File: config.mk
export PLATFORM = sky130hd
export DESIGN_NAME = lifo_stack
export DESIGN_NICKNAME = d
export VERILOG_FILES = /design/src/rtl/lifo_stack.sv
export SDC_FILE = /design/constraint.sdc
export NUM_CORES = 1
export LEC_CHECK = 0
export CORE_MARGIN = 8
export CORE_UTILIZATION = 65
export CTS_CLUSTER_DIAMETER = 200
export DETAILED_ROUTE_END_ITERATION = 6
export PLACE_DENSITY = 0.86
export SYNTH_ARGS = -nofsm -noshare
export SYNTH_HDL_FRONTEND = slang
export SYNTH_SLANG_ARGS = --single-unit
File: constraint.sdc
create_clock -name clk -period 7.1 [get_ports clk]
set_input_delay 1.065 -clock clk [delete_from_list [all_inputs] [get_ports clk]]
set_output_delay 1.065 -clock clk [all_outputs]
set_load 0.01 [all_outputs]
File: src/rtl/lifo_stack.sv
// Parametrised LIFO data stack: push/pop strobes, registered pop output,
// sticky overflow/underflow, flush and a high-water mark of occupancy.
module lifo_stack #(
    parameter int DATA_W = 12,
    parameter int DEPTH  = 16,
    parameter int CNT_W  = $clog2(DEPTH + 1)
) (
    input  logic              clk,
    input  logic              reset,
    input  logic              push_en,
    input  logic              pop_en,
    input  logic              flush,
    input  logic              err_clr,
    input  logic [DATA_W-1:0] push_data,
    output logic [DATA_W-1:0] pop_data,
    output logic              pop_valid,
    output logic [DATA_W-1:0] top_data,
    output logic [CNT_W-1:0]  count,
    output logic              full,
    output logic              empty,
    output logic [CNT_W-1:0]  high_water,
    output logic              overflow,
    output logic              underflow
);

    localparam int IDX_W = (DEPTH > 1) ? $clog2(DEPTH) : 1;
    localparam logic [CNT_W-1:0] DEPTH_C = CNT_W'(DEPTH);

    logic [DATA_W-1:0] r_mem [DEPTH];
    logic [CNT_W-1:0]  r_count;
    logic [CNT_W-1:0]  r_high_water;
    logic [DATA_W-1:0] r_pop_data;
    logic [DATA_W-1:0] r_top_data;
    logic              r_pop_valid;
    logic              r_overflow;
    logic              r_underflow;

    logic              w_is_full;
    logic              w_is_empty;
    logic              w_do_push;
    logic              w_do_pop;
    logic              w_do_swap;
    logic              w_do_pass;
    logic              w_ovf_evt;
    logic              w_unf_evt;
    logic [CNT_W-1:0]  w_cnt_nxt;
    logic [IDX_W-1:0]  w_wr_idx;
    logic [IDX_W-1:0]  w_top_idx;
    logic [IDX_W-1:0]  w_below_idx;

    assign w_is_full  = (r_count == DEPTH_C);
    assign w_is_empty = (r_count == '0);

    // Truncated indices are only used when the matching occupancy guard holds.
    assign w_wr_idx    = IDX_W'(r_count);
    assign w_top_idx   = IDX_W'(r_count - CNT_W'(1));
    assign w_below_idx = IDX_W'(r_count - CNT_W'(2));

    always_comb begin
        w_do_push = push_en && !pop_en && !w_is_full;
        w_do_pop  = pop_en && !push_en && !w_is_empty;
        w_do_swap = push_en && pop_en && !w_is_empty;
        w_do_pass = push_en && pop_en && w_is_empty;
        w_ovf_evt = push_en && !pop_en && w_is_full;
        w_unf_evt = pop_en && !push_en && w_is_empty;
        w_cnt_nxt = r_count;
        if (w_do_push) begin
            w_cnt_nxt = r_count + CNT_W'(1);
        end else if (w_do_pop) begin
            w_cnt_nxt = r_count - CNT_W'(1);
        end
    end

    always_ff @(posedge clk) begin
        if (!reset && !flush) begin
            if (w_do_push) begin
                r_mem[w_wr_idx] <= push_data;
            end else if (w_do_swap) begin
                r_mem[w_top_idx] <= push_data;
            end
        end
    end

    always_ff @(posedge clk) begin
        if (reset) begin
            r_count      <= '0;
            r_high_water <= '0;
            r_pop_data   <= '0;
            r_top_data   <= '0;
            r_pop_valid  <= 1'b0;
            r_overflow   <= 1'b0;
            r_underflow  <= 1'b0;
        end else if (flush) begin
            r_count      <= '0;
            r_high_water <= '0;
            r_pop_data   <= '0;
            r_top_data   <= '0;
            r_pop_valid  <= 1'b0;
            if (err_clr) begin
                r_overflow  <= 1'b0;
                r_underflow <= 1'b0;
            end
        end else begin
            r_count     <= w_cnt_nxt;
            r_pop_valid <= w_do_pop || w_do_swap || w_do_pass;
            if (w_do_pop || w_do_swap) begin
                r_pop_data <= r_mem[w_top_idx];
            end else if (w_do_pass) begin
                r_pop_data <= push_data;
            end
            if (w_do_push || w_do_swap) begin
                r_top_data <= push_data;
            end else if (w_do_pop) begin
                r_top_data <= (r_count >= CNT_W'(2)) ? r_mem[w_below_idx] : '0;
            end
            if (w_cnt_nxt > r_high_water) begin
                r_high_water <= w_cnt_nxt;
            end
            // A fresh error event in the same cycle as err_clr keeps the flag set.
            r_overflow  <= (r_overflow && !err_clr) || w_ovf_evt;
            r_underflow <= (r_underflow && !err_clr) || w_unf_evt;
        end
    end

    assign count      = r_count;
    assign full       = w_is_full;
    assign empty      = w_is_empty;
    assign high_water = r_high_water;
    assign pop_data   = r_pop_data;
    assign pop_valid  = r_pop_valid;
    assign top_data   = r_top_data;
    assign overflow   = r_overflow;
    assign underflow  = r_underflow;

endmodule

; ---- Word-level counts from Yosys, hierarchy flattened
; Memory sizes are Yosys's and may differ from the RTL's.
; Cells that the tools add are included.
[op_classes]
n_addsub = 3
n_lt_le_gt_ge = 2
eq_ne = 2
mux = 20
reduce_logical = 29
[ops]
columns = cell, count
row1 = 2-to-1 mux 12 bit, 6
row2 = logical AND 1 bit, 12
row3 = OR reduction 12 bit, 1
row4 = 2-to-1 mux 1 bit, 11
row5 = 2-to-1 mux 5 bit, 2
row6 = zero test 1 bit, 7
row7 = adder 5 x 1 -> 5 bit (second input constant), 1
row8 = equality test 5 bit (second input constant), 1
row9 = greater-or-equal comparator 5 x 2 -> 1 bit (second input constant), 1
row10 = greater-than comparator 5 bit, 1
row11 = zero test 5 bit, 1
row12 = logical OR 1 bit, 5
row13 = subtractor 5 x 1 -> 5 bit (second input constant), 1
row14 = 2-to-1 mux 4 bit, 1
row15 = nonzero test 2 bit, 2
row16 = subtractor 4 x 2 -> 4 bit (second input constant), 1
row17 = inequality test 2 x 1 -> 1 bit (second input constant), 1
row18 = OR reduction 2 bit, 1
[totals]
regBits = 37
mem_bits_rw = 192
inputBits = 18
out_inout_bits = 39
word_cells = 64
mem_count = 1
[mem_list]
columns = memory, words, word_bits, read_ports, rd_clocked_by_memory_dff, wr, line_no
row1 = r_mem, 16, 12, 2, 0, 1, 29  ; logic [DATA_W-1:0] r_mem [DEPTH];

; ---- Longest topological paths before layout
[depth]
word_depth = 9
ltp_mapped = 17
mapped_depth_nobuf = 14

; ---- Worst setup path before layout
; Ideal clock, no wire load.
[synth_timing]
path_type = reg2reg
from = reg r_count[1], in the netlist count[1]
to = reg r_high_water[4], in the netlist high_water[4]
setup_ns = 0.127
t_arrival_ns = 3.822
required_ns = 6.973
setup_slack_ns = 3.150
path_stages_with_launch = 17
path_buffers = 6
period_less_slack_ns = 3.950
cell_sequence = dfxtp_1 clkbuf_1 buf_2 buf_2 inv_1 ha_1 buf_2 clkbuf_1 buf_2 o21ai_0 o32a_1 ha_1 nor2b_1 o211ai_1 a21oi_1 mux2i_1 nor2_1
[synth_via]
elab_chain_cells = 6
word_cells_on_any_way = 11
cone_classes = 2 x add/sub / 1 x order compare / 1 x eq/ne / 2 x mux / 5 x reduce/logical
[synth_rtl]
columns = element, line_no
row1 = "start, declared", 30  ; logic [CNT_W-1:0] r_count;
row2 = "start signal, assigned", 104  ; r_count <= w_cnt_nxt;
row3 = branches (longest 4 deep; another with subtractor 5 x 1 -> 5 bit), --
row4 = 2-to-1 mux 5 bit *, 67  ; if (w_do_push) begin
row5 = named net w_cnt_nxt[1], 46  ; logic [CNT_W-1:0] w_cnt_nxt;
row6 = greater-than comparator 5 bit *, 116  ; if (w_cnt_nxt > r_high_water) begin
row7 = "end signal, assigned", 117  ; r_high_water <= w_cnt_nxt;
row8 = "end, declared", 31  ; logic [CNT_W-1:0] r_high_water;
; Mark *: on every way through the listed nets, which the timed path passes.
; A chain may end at the register's enable or synchronous reset.

; ---- Final worst setup path
; Same ends and word-level chain as after synthesis.

==> flow_summary.ini <==
[die]
pin_count = 57
start_util_pct = 65.3
die_x_um = 144
die-area_um2 = 20800
core-area_um2 = 16300
die_y_um = 144
rows = 47

[detailed_routing]
avgRoutedWirePerCell_um = 29.8
first_pass_iters = 5
post-route-drc-count = 0
final_antenna_net_count = 0
viasPerCell = 7.48
wl_um = 27000
drt-initial-drc-count = 894
vias = 6785

[clock_tree]
clock_latency_ns = 0.54
clk_pin_slew_ns = 0.06
cts.sinks = 229
cts_tree = yes
htree_levels = 1
cts-root-buf = clkbuf_16
cts_hold_buf = 0
clk_path_buf_depth = 3
post-cts-setup-buffers = 0
cts_resized = 0
cts_buffers = 24

[setup_path]
critical_path.max_fanout = 58
critPathLaunchType = flop
critPathCaptureType = flop
cp_slowest_cell = buf_4
cp.required_ns = 7.49
path_class = reg2reg
slowest_delay_ns = 0.63
cp-startpoint = count[1]$_SDFF_PP0_
reg2reg_from = count[1]$_SDFF_PP0_
arrival_ns = 4.58
crit_chain = buf_4 > inv_1 > ha_2 > or4b_4 > clkinv_4 > nor2_2 > a21oi_1 > xor2_1 > inv_1 > ha_1 > nand4_1 > mux2i_1 > a21oi_1 > mux2i_1 > nor2_1

[logic_synthesis]
ys_ff_latch = 229
yosys-top-cells-count = edfxtp_1 (192), mux4_2 (96), dfxtp_1 (37)
synth_area_per_cell_um2 = 17.2
synth-edff-count = 192
synthTopCellsByArea = edfxtp_1 (54%), mux4_2 (20%), dfxtp_1 (6.9%)
synth.top_cell.area_share_pct = 54.0
yosysTopAreaCell = edfxtp_1
synthFlopType = edfxtp_1
syn_area_um2 = 10700
synthCells = 620
syn-num-nets = 650
yosysMostFrequentCell = edfxtp_1
yosys_warnings = 0
synth_seq_area_share_pct = 60.9
ys_types = 52
async_flop_share_pct = 0

[grt]
grt_pass1_vias = 6996
antenna_found_initial = 0
overflow = 0
track_usage_pct = 26.9
grt_max_degree = 63
grt_first_pass_wirelength_um = 41100

[power_and_ir_drop]
clock_power_share_pct = 41.1
power_density_nw_per_um2 = 245
p_sw_w = 0.000702
p_leak_nw = 3.81
switching_share_pct = 23.5
ir_drop_uv = 245
p_int_w = 0.00229
seq_power_share_pct = 49.3
combPwrFrac_pct = 9.6

[final_layout]
final_cell_count_no_fill = 907
syn2layout_area_growth_pct = 14.1
drive_gt1_share_pct = 22.6
final_core_util_pct = 74.6
final_nets = 699
stdcell_area_um2 = 12200
n_antenna_cell = 0

[timing]
final-setup-viol-count = 0
fin_worst_skew_ns = 0.0251
report.final.slew_viol_count = 0
finalSetupTns_ns = 0
relSlewSlack_pct = 21.8
whs_ns = 0.509
hold_violations = 0
period_share_pct = 58.9
worstMarginPinSlew_ns = 1.17
finalCriticalPeriod_ns = 4.18
fmax_mhz = 239
rsz0062_at_grt = false

[placement]
dp_cells = 863
io_buffers = 56
gp_congestion = 0.884
placed_area_um2 = 11400
dp_hpwl_um = 16400

[min_path]
hold_start = underflow$_SDFFE_PP0P_
holdCritPathClass = reg2reg

[run_status]
status = finished clean

[run]
max_cap_viol_count = 0
worst max-delay path, delay by kind of cell (launching register included):
family          cells  cell delay (ns)
buf+inv             4             1.10
fa+ha+maj           2             0.59
mux                 2             0.36
flops               1             0.31
compound gates      2             0.66
simple gates        4             0.66
xor+xnor            1             0.28
kinds of logic after synthesis:
group,after synthesis,synth area share [%]
AND/OR/NAND/NOR,88,4.58
XOR/XNOR,10,0.890
adder cells (fa/ha/maj),12,1.41
flip-flops,229,60.9
buffers and inverters,59,2.59
multiplexers,110,21.6
AO/OA/AOI/OAI,112,8.05
final cells by class:
type | instances | area (µm²)
well taps | 220 | 275
repair buffers | 70 | 666
clock inverters | 10 | 111
multi-input cells | 332 | 3910
fillers | 972 | 4160
flip-flops and latches | 229 | 6510
inverters | 12 | 50.0
clock buffers | 34 | 669
path summary, 6_finish.rpt:
kind | end | slack [ns] | cells past startpoint
max reg2reg | high_water[4]$_SDFFE_PP0N_ | 2.92 | 15
min | underflow$_SDFFE_PP0P_ | 0.51 | 2
min reg2reg | underflow$_SDFFE_PP0P_ | 0.51 | 2
max | high_water[4]$_SDFFE_PP0N_ | 2.92 | 15
cell usage in the layout (no fill, tap or decap), types with 2 or more instances in the layout:
master	netlist	routed
inv_1	10	10
and3_1	3	3
a221oi_1	12	12
nor2_1	24	24
o31ai_1	2	2
clkinvlp_4	0	4
mux2i_1	14	14
o221ai_1	12	12
a21oi_1	5	5
nand4_1	2	2
clkinv_4	1	2
xor2_2	1	2
and2_1	20	20
and3b_1	3	3
nor2b_1	5	5
dfxtp_1	37	35
clkdlybuf4s50_1	0	56
a31oi_1	4	4
nand2b_1	5	5
buf_4	5	14
mux4_2	96	96
nand2_1	6	6
xnor2_1	5	5
nand4b_1	2	2
o21ai_0	2	2
ha_1	12	11
clkinv_1	0	2
nor3_1	4	4
o22ai_1	14	14
edfxtp_1	192	192
clkbuf_1	21	8
a22o_1	12	12
clkbuf_16	0	25
o21a_1	2	2
a32oi_1	2	2
nand3_1	8	8
xor2_1	4	3
a22oi_1	13	13
a211oi_1	25	25
routing by layer:
metal / share of wire, % / track usage, % / up-vias
li1: - / - / 2704
met1: 35 / 32.7 / 3442
met2: 49 / 44.8 / 534
met3: 9.9 / 5.32 / 105
met4: 6.1 / 14.8 / 0
met5: 0 / 0 / -
power by group through the flow:
| stage | sequential, W | combinational, W | clock, W |
|---|---|---|---|
| after global routing | 0.00147 | 0.000305 | 0.00128 |
| after floorplan | 0.00150 | 0.000182 | 0 |
| after CTS | 0.00147 | 0.000284 | 0.00124 |
| after detailed placement | 0.00150 | 0.000281 | 0 |
| after global placement | 0.00150 | 0.000271 | 0 |
| final | 0.00147 | 0.000287 | 0.00123 |
per-stage QoR:
| step | setup slack [ns] | total power [W] |
|---|---|---|
| CTS | 2.99 | 0.00300 |
| floorplan | 3.15 | 0.00168 |
| detailed placement | 2.78 | 0.00178 |
| global route | 2.64 | 0.00306 |
| finish | 2.92 | 0.00299 |
| global placement | 2.97 | 0.00177 |
registers in the layout (all words and copies together) (netlist names):
name and count:
pop_valid 1, pop_data 12, high_water 5, overflow 1
r_mem 192, underflow 1, top_data 12, count 5
Power figures use the tool's default switching activity.
